`config.mk`:
```
export PLATFORM = sky130hd
export DESIGN_NAME = bnn_sequencer
export DESIGN_NICKNAME = d
export VERILOG_FILES = /design/src/rtl/bnn_pkg.sv /design/src/rtl/bnn_result_fifo.sv /design/src/rtl/bnn_sequencer.sv
export SDC_FILE = /design/constraint.sdc
export NUM_CORES = 1
export LEC_CHECK = 0
export ABC_AREA = 1
export ABC_CLOCK_PERIOD_IN_PS = 3000
export BUFFER_PORTS_ARGS = -buffer_cell sky130_fd_sc_hd__buf_2
export CORE_UTILIZATION = 50
export DETAILED_ROUTE_END_ITERATION = 8
export PLACE_DENSITY = 0.79
export SYNTH_ARGS = -nofsm -noshare
export SYNTH_HDL_FRONTEND = slang
export SYNTH_SLANG_ARGS = --single-unit
```
`constraint.sdc`:
```
create_clock -name clk -period 3 [get_ports clk]
set_input_delay 0.15 -clock clk [delete_from_list [all_inputs] [get_ports clk]]
set_output_delay 0.15 -clock clk [all_outputs]
set_load 0.01 [all_outputs]
```
`src/rtl/bnn_pkg.sv`:
```
// Shared constants and FSM state type for the BNN sequencer slice.
package bnn_pkg;
   localparam int NUM_NEURONS = 12;
   localparam int NIB_W       = 4;
   localparam int OUT_W       = 4;

   typedef enum logic [2:0] {
      RUN   = 3'd0,
      DRAIN = 3'd1,
      CLR   = 3'd2,
      LOAD  = 3'd3,
      FIN   = 3'd4
   } bnn_state_e;
endpackage

```
`src/rtl/bnn_result_fifo.sv`:
```
// Result FIFO: registered storage, head visible combinationally on dout.
// Latency: push visible one cycle later; push while full only accepted alongside a pop.
// Backpressure: head holds until pop; producer is kept in bounds by upstream credits.
module bnn_result_fifo #(
   parameter int WIDTH = 4,
   parameter int DEPTH = 4,
   localparam int CW = $clog2(DEPTH + 1)
) (
   input  logic             clk,
   input  logic             reset,
   input  logic             push,
   input  logic [WIDTH-1:0] din,
   input  logic             pop,
   output logic [WIDTH-1:0] dout,
   output logic [CW-1:0]    count
);
   localparam int AW = (DEPTH > 1) ? $clog2(DEPTH) : 1;

   logic [WIDTH-1:0] mem [DEPTH];
   logic [AW-1:0]    wr_ptr;
   logic [AW-1:0]    rd_ptr;
   logic             do_push;
   logic             do_pop;

   assign do_pop  = pop && (count != '0);
   assign do_push = push && ((int'(count) < DEPTH) || do_pop);
   assign dout    = mem[rd_ptr];

   always_ff @(posedge clk) begin
      if (reset) begin
         wr_ptr <= '0;
         rd_ptr <= '0;
         count  <= '0;
         for (int i = 0; i < DEPTH; i++) mem[i] <= '0;
      end else begin
         if (do_push) begin
            mem[wr_ptr] <= din;
            wr_ptr      <= (wr_ptr == AW'(DEPTH - 1)) ? '0 : wr_ptr + AW'(1);
         end
         if (do_pop) rd_ptr <= (rd_ptr == AW'(DEPTH - 1)) ? '0 : rd_ptr + AW'(1);
         if (do_push && !do_pop)      count <= count + CW'(1);
         else if (!do_push && do_pop) count <= count - CW'(1);
      end
   end
endmodule

```
`src/rtl/bnn_sequencer.sv`:
```
// Sequencer for the 8-8-4 BNN datapath: credit-gated inference, result FIFO, weight reload serializer.
// Latency: 3 cycles accept-to-FIFO; reload issues 2 nibbles per weight byte. Optional BNN_SEQ_PERF_EN counters.
// Backpressure: in_ready drops when FIFO+in-flight reach RES_DEPTH or a reload is pending/active.
module bnn_sequencer
   import bnn_pkg::*;
#(
   parameter int NUM_NEURONS = bnn_pkg::NUM_NEURONS,
   parameter int RES_DEPTH   = 4,
   parameter int PIPE_LAT    = 3
) (
   input  logic             clk,
   input  logic             reset,
   input  logic             in_valid,
   output logic             in_ready,
   input  logic [7:0]       in_data,
   output logic             out_valid,
   input  logic             out_ready,
   output logic [OUT_W-1:0] out_data,
   input  logic             wl_start,
   input  logic             wl_valid,
   output logic             wl_ready,
   input  logic [7:0]       wl_data,
   output logic             load_done,
   output logic             busy,
   output logic             bnn_rst,
   output logic [7:0]       bnn_in,
   output logic             bnn_load_en,
   output logic [NIB_W-1:0] bnn_nibble,
   input  logic [OUT_W-1:0] bnn_out,
   output logic [15:0]      perf_infer,
   output logic [15:0]      perf_stall
);
   localparam int CNT_W  = $clog2(NUM_NEURONS + 1);
   localparam int FIFO_CW = $clog2(RES_DEPTH + 1);

   bnn_state_e         state;
   logic [PIPE_LAT-1:0] pv;
   logic [CNT_W-1:0]   cnt;
   logic               hi_pend;
   logic [NIB_W-1:0]   hi_nib;
   logic [FIFO_CW-1:0] fifo_cnt;
   logic               credit_ok;
   logic               accept;
   logic               pop;
   logic               all_issued;

   // Credits count results still in the pipe so a full FIFO can never be overrun.
   assign credit_ok  = (int'(fifo_cnt) + $countones(pv)) < RES_DEPTH;
   assign in_ready   = !reset && (state == RUN) && !wl_start && credit_ok;
   assign accept     = in_valid && in_ready;
   assign out_valid  = (fifo_cnt != '0);
   assign pop        = out_valid && out_ready;
   assign all_issued = (cnt == CNT_W'(NUM_NEURONS));
   assign wl_ready   = !reset && (state == LOAD) && !hi_pend && !all_issued;
   assign load_done  = !reset && (state == FIN);
   assign busy       = !reset && (state != RUN);
   assign bnn_rst    = reset || (state == CLR);

   always_ff @(posedge clk) begin
      if (reset) begin
         state       <= RUN;
         pv          <= '0;
         cnt         <= '0;
         hi_pend     <= 1'b0;
         hi_nib      <= '0;
         bnn_in      <= '0;
         bnn_load_en <= 1'b0;
         bnn_nibble  <= '0;
      end else begin
         pv          <= {pv[PIPE_LAT-2:0], accept};
         bnn_load_en <= 1'b0;
         if (accept) bnn_in <= in_data;
         case (state)
            RUN:   if (wl_start) state <= DRAIN;
            DRAIN: if (pv == '0) state <= CLR;
            CLR: begin
               cnt     <= '0;
               hi_pend <= 1'b0;
               state   <= LOAD;
            end
            LOAD: begin
               // The last high nibble goes out one cycle before FIN so load_done never overlaps load_en.
               if (all_issued) begin
                  state <= FIN;
               end else if (hi_pend) begin
                  bnn_load_en <= 1'b1;
                  bnn_nibble  <= hi_nib;
                  hi_pend     <= 1'b0;
                  cnt         <= cnt + CNT_W'(1);
               end else if (wl_valid) begin
                  bnn_load_en <= 1'b1;
                  bnn_nibble  <= wl_data[3:0];
                  hi_nib      <= wl_data[7:4];
                  hi_pend     <= 1'b1;
               end
            end
            FIN:     state <= RUN;
            default: state <= RUN;
         endcase
      end
   end

   bnn_result_fifo #(.WIDTH(OUT_W), .DEPTH(RES_DEPTH)) u_fifo (
      .clk   (clk),
      .reset (reset),
      .push  (pv[PIPE_LAT-1]),
      .din   (bnn_out),
      .pop   (pop),
      .dout  (out_data),
      .count (fifo_cnt)
   );

`ifdef BNN_SEQ_PERF_EN
   always_ff @(posedge clk) begin
      if (reset) begin
         perf_infer <= '0;
         perf_stall <= '0;
      end else begin
         if (pop && (perf_infer != 16'hFFFF)) perf_infer <= perf_infer + 16'd1;
         if (in_valid && !in_ready && (perf_stall != 16'hFFFF)) perf_stall <= perf_stall + 16'd1;
      end
   end
`else
   assign perf_infer = '0;
   assign perf_stall = '0;
`endif
endmodule

```
Yosys cells after proc, flatten, opt, wreduce, memory -nomap -nowiden
Memory sizes are Yosys's and may differ from the RTL's. A register that Yosys moved wholly into a read port is not among the register bits.
Cells that the tools add are included.
{"block": "op_classes", "n_addsub": 8, "mul": 0, "n_div": 0, "n_lt_le_gt_ge": 2, "eq_ne": 12, "shifts": 0, "muxes": 28, "bitwise_logic": 3, "n_reduce_logical": 36}
{"operator": "2-to-1 mux 4 bit", "count": 5}
{"operator": "2-to-1 mux 3 bit", "count": 5}
{"operator": "logical AND 1 bit", "count": 14}
{"operator": "one-hot mux 3 bit (4 select lines)", "count": 1}
{"operator": "2-to-1 mux 1 bit", "count": 10}
{"operator": "2-to-1 mux 2 bit", "count": 5}
{"operator": "!= test 2 bit (second input constant)", "count": 5}
{"operator": "AND reduction 3 bit", "count": 3}
{"operator": "one-hot mux 4 bit (2 select lines)", "count": 1}
{"operator": "equality test 3 x 2 -> 1 bit (second input constant)", "count": 2}
{"operator": "logical NOT 1 bit", "count": 6}
{"operator": "logical NOT 3 bit", "count": 2}
{"operator": "nonzero test 2 bit", "count": 3}
{"operator": "nonzero test 3 bit", "count": 2}
{"operator": "adder 2 x 1 -> 2 bit (second input constant)", "count": 2}
{"operator": "adder 3 x 3 -> 4 bit", "count": 1}
{"operator": "adder 4 x 1 -> 4 bit (second input constant)", "count": 1}
{"operator": "equality test 2 bit (second input constant)", "count": 2}
{"operator": "equality test 4 bit (second input constant)", "count": 1}
{"operator": "< comparator 4 x 3 -> 1 bit (second input constant)", "count": 1}
{"operator": "AND reduction 4 bit", "count": 1}
{"operator": "OR reduction 4 bit", "count": 1}
{"operator": "adder 2 x 1 -> 3 bit", "count": 1}
{"operator": "adder 3 x 1 -> 3 bit (second input constant)", "count": 1}
{"operator": "10 further kinds", "count": 13}
{"block": "word_totals", "ff_bits": 35, "latch_bits": 0, "ram_bits": 16, "rom_bits": 0, "in_bits": 26, "out_inout_bits": 55, "elab_cells": 101, "mem_count": 1}
{"name": "u_fifo.mem", "words": 4, "word_bits": 4, "read_ports": 1, "rd_ports_with_merged_regs": 1, "write_ports": 4, "line_no": "bnn_result_fifo.sv:19", "rtl": "logic [WIDTH-1:0] mem [DEPTH];"}

Longest topological paths before layout
{"block": "logic_depth", "word_depth": 10, "ltp_mapped": 12, "mapped_depth_nobuf": 11}

Modules after synthesis
A second synthesis with hierarchy kept.
{"block": "hier_totals", "hier_cells": 366, "hier_area_um2": 2987.9}
{"module": "bnn_sequencer", "n_inst": 1, "cells_per_inst": 241, "area_each_um2": 1720.4, "seq_area_each_um2": 560.5}
{"module": "bnn_result_fifo", "n_inst": 1, "cells_per_inst": 125, "area_each_um2": 1267.5, "seq_area_each_um2": 660.6}

Least setup slack after synthesis
Ideal clock, no wire load.
{"block": "synth_path", "path_kind": "flip-flop to flip-flop", "from": "register u_fifo.count[0]", "to": "register bnn_in[0]", "setup_ns": 0.113, "t_arrival_ns": 1.720, "t_required_ns": 2.887, "setup_slack_ns": 1.168, "path_stages_with_launch": 12, "path_buffers": 1, "period_less_slack_ns": 1.832, "cell_sequence": "dfxtp_1 > inv_1 > fa_1 > inv_1 > ha_1 > nand2_1 > nor2_1 > nor2_1 > nand3_4 > buf_6 > nor2_1 > nor2_1"}
{"block": "synth_between", "elab_chain_len": 4}
{"item": "start: declaration", "line_no": "bnn_result_fifo.sv:15", "rtl": "output logic [CW-1:0] count"}
{"item": "start signal: assignment", "line_no": "bnn_result_fifo.sv:41", "rtl": "if (do_push && !do_pop) count <= count + CW'(1);"}
{"item": "start signal: assignment", "line_no": "bnn_result_fifo.sv:42", "rtl": "else if (!do_push && do_pop) count <= count - CW'(1);"}
{"item": "adder 3 x 3 -> 4 bit", "line_no": "bnn_sequencer.sv:48", "rtl": "assign credit_ok = (int'(fifo_cnt) + $countones(pv)) < RES_DEPTH;"}
{"item": "< comparator 4 x 3 -> 1 bit", "line_no": "bnn_sequencer.sv:48"}
{"item": "logical AND 1 bit", "line_no": "bnn_sequencer.sv:49", "rtl": "assign in_ready = !reset && (state == RUN) && !wl_start && credit_ok;"}
{"item": "logical AND 1 bit", "line_no": "bnn_sequencer.sv:50", "rtl": "assign accept = in_valid && in_ready;"}
{"item": "end signal: assignment", "line_no": "bnn_sequencer.sv:72", "rtl": "if (accept) bnn_in <= in_data;"}
{"item": "end: declaration", "line_no": "bnn_sequencer.sv:26", "rtl": "output logic [7:0] bnn_in,"}
Every way passes these cells.
A chain may end at the register's enable or synchronous reset.

Worst setup path in the final report
{"block": "layout_path", "from": "register u_fifo.count[0]", "to": "output port in_ready"}
{"block": "layout_between", "elab_chain_len": 3}
{"item": "adder 3 x 3 -> 4 bit", "line_no": "bnn_sequencer.sv:48"}
{"item": "< comparator 4 x 3 -> 1 bit", "line_no": "bnn_sequencer.sv:48"}
{"item": "logical AND 1 bit", "line_no": "bnn_sequencer.sv:49"}
{"item": "end: declaration", "line_no": "bnn_sequencer.sv:14", "rtl": "output logic in_ready,"}
Every way passes these cells.

==> impl_metrics.csv <==
group,metric,value,unit
finish,n_antenna_cell,0,
floorplan,core_area,5172,sq um
synth,ys_types,24,
flow_run,maxCapViolations,0,
worst_setup_path,crit_type,"reg -> out",
placement,place_congestion,0.8078,
synth,synth_top_area_frac,0.2728,
global_route,grt.overflow.total,0,
synth,syn-instance-count,349,
worst_setup_path,start_kind,"register",
synth,syn_avg_cell_area,7.780,sq um
cts,cts_setup_buffers,0,
floorplan,rows,26,
route,vias,2120,
floorplan,die_y,75.69,um
timing,hold_violations,0,
route,drt-pass1-iter-count,4,
placement,dp.cells,460,
placement,dp_hpwl,3588,um
global_route,antenna_found_initial,0,
timing,fmax,0.4715,GHz
global_route,grt_pass1_vias,1805,
cts,htree_levels,2,
timing,worst_hold_slack,0.06944,ns
cts,cts_hold_buf,0,
synth,synth_area_leaders,"dfxtp_1 (27%), edfxtp_1 (18%), nand2_1 (9.0%)",
floorplan,initial_core_util,0.5249,
worst_setup_path,cp-end-kind,"output pin",
placement,postPlaceCellArea,2882,sq um
floorplan,dieArea,5729,sq um
pwr,p_per_area,599.4,nW/um^2
cts,cts_resized,0,
timing,finalSetupTns,0,ns
timing,setup_viol,0,
global_route,track_usage,0.1774,
min_path,hp-class,"in -> reg",
synth,ys_seq_elements,53,
route,drtIter0Drc,84,
synth,synth_area,2715,sq um
finish,area_growth,10.18,%
finish,fin_nets,432,
timing,rsz0062_at_grt,"false",
timing,slew_viol_final,0,
pwr,ir_drop,0.2899,mV
cts,clk-insertion-delay-late,0.30,ns
pwr,leakagePower,1.471,nW
cts,cts_buffers,5,
worst_setup_path,critPathMaxFanout,4,
finish,design_area,2992,sq um
timing,post-route-period-util,0.7069,
finish,instances_no_fill,468,
timing,skew,0.004118,ns
global_route,grt_pass1_wl,7686,um
cts,root_buffer,"clkbuf_8",
synth,yosys.area.top_type,"dfxtp_1",
floorplan,pin_count,81,
global_route,grt_max_degree,18,
placement,place_ws,1.067,ns
route,wl_per_cell,10.09,um
cts,cts.clk_slew.worst_paths,0.09,ns
timing,setup_ws,0.8792,ns
synth,yosysWarnings,0,
worst_setup_path,critPathArrivalTime,1.97,ns
floorplan,chipWidth,75.69,um
finish,utilization,0.5784,
worst_setup_path,required,2.85,ns
pwr,p_total,1.793,mW
route,viasPerCell,4.530,
route,ant_nets,0,
cts,clockBufferDepth,2,
cts,numClockSinks,53,
placement,portBuffers,48,
finish,drive_gt1_frac,0.1658,
synth,ys_seq_area_frac,0.4498,
timing,post-route-min-period,2.121,ns
route,wl,4720,um
cts,cts_tree,"yes",
outcome,outcome,"completed",
route,remaining_drc_errors,0,
[synthesized netlist by cell type]
library cell,instances
clkbuf_1,2
nor3_1,2
ha_1,7
inv_1,46
nand3b_1,1
buf_2,3
nand2_2,4
o22ai_1,5
dfxtp_1,37
buf_4,32
nor2_1,64
nor4_1,1
conb_1,1
o21ai_0,20
nand4_1,1
a21oi_1,16
edfxtp_1,16
nor2_4,4
nand2_4,1
nand2_1,65
nand3_1,16
fa_1,2
nand3_4,1
buf_6,2
[registers in the layout (all words and copies together), names as in the netlist, named ones only]
| name | cells |
|---|---|
| u_fifo.rd_ptr | 2 |
| bnn_in | 8 |
| state | 3 |
| hi_nib | 4 |
| hi_pend | 1 |
| bnn_load_en | 1 |
| bnn_nibble | 4 |
| u_fifo.count | 3 |
| u_fifo.mem | 16 |
| u_fifo.wr_ptr | 2 |
| pv | 3 |
| cnt | 4 |
[per-layer routing]
layer / share of wire / GRT usage
met5: 0 / 0
met2: 0.49 / 0.2956
met1: 0.47 / 0.2278
met4: 0.010 / 0.06379
met3: 0.038 / 0.03836
[cell type report]
type | instances | area, sq um
tap | 70 | 87.58
fill | 511 | 2181
clock inverter | 3 | 41.29
inverter | 46 | 172.7
multi-input combinational | 242 | 1152
sequential | 53 | 1221
timing repair buffer | 49 | 247.7
clock buffer | 5 | 68.82
[cells by family (layout without fill, tap and decap cells)]
logic type / Yosys count / in the layout / share of synthesized area
DFF: 53 / 53 / 0.4498
AOI/OAI and AO/OA: 41 / 41 / 0.07788
buffers and inverters: 85 / 103 / 0.1687
other: 1 / 32 / 0.001381
and+or+nand+nor: 160 / 160 / 0.2553
adders and majority gates: 9 / 9 / 0.04700
[where the power goes]
| part | internal, mW | switching, mW |
|---|---|---|
| combinational | 0.167 | 0.293 |
| clock | 0.246 | 0.224 |
| sequential | 0.805 | 0.0592 |
| total | 1.22 | 0.576 |
[final timing paths]
kind	start	endpoint	slack, ns	cells past startpoint
max	u_fifo.count[0]	in_ready	0.88	10
min	in_data[1]	bnn_in[1]	0.07	3
max reg2reg	u_fifo.count[0]	bnn_in[3]	1.08	10
min reg2reg	bnn_nibble[0]	bnn_nibble[0]	0.45	2
[cell usage in the layout (no fill, tap or decap), types with 2 or more instances in the layout]
master and n:
a21oi_1 16, buf_2 48, clkbuf_8 5, conb_1 32, dfxtp_1 37, edfxtp_1 16
fa_1 2, ha_1 7, inv_1 46, nand2_1 65, nand2_2 4, nand3_1 16
nor2_1 64, nor2_4 4, nor3_1 2, o21ai_0 20, o22ai_1 5
[worst max-delay path: stages (launching register included)]
cell	delay (ns)
dfxtp_1	0.37
inv_1	0.10
fa_1	0.36
inv_1	0.06
ha_1	0.21
nand2_1	0.06
nor2_1	0.04
nor2_1	0.21
nand2_1	0.09
inv_1	0.06
buf_2	0.12
Power figures use the tool's default switching activity.
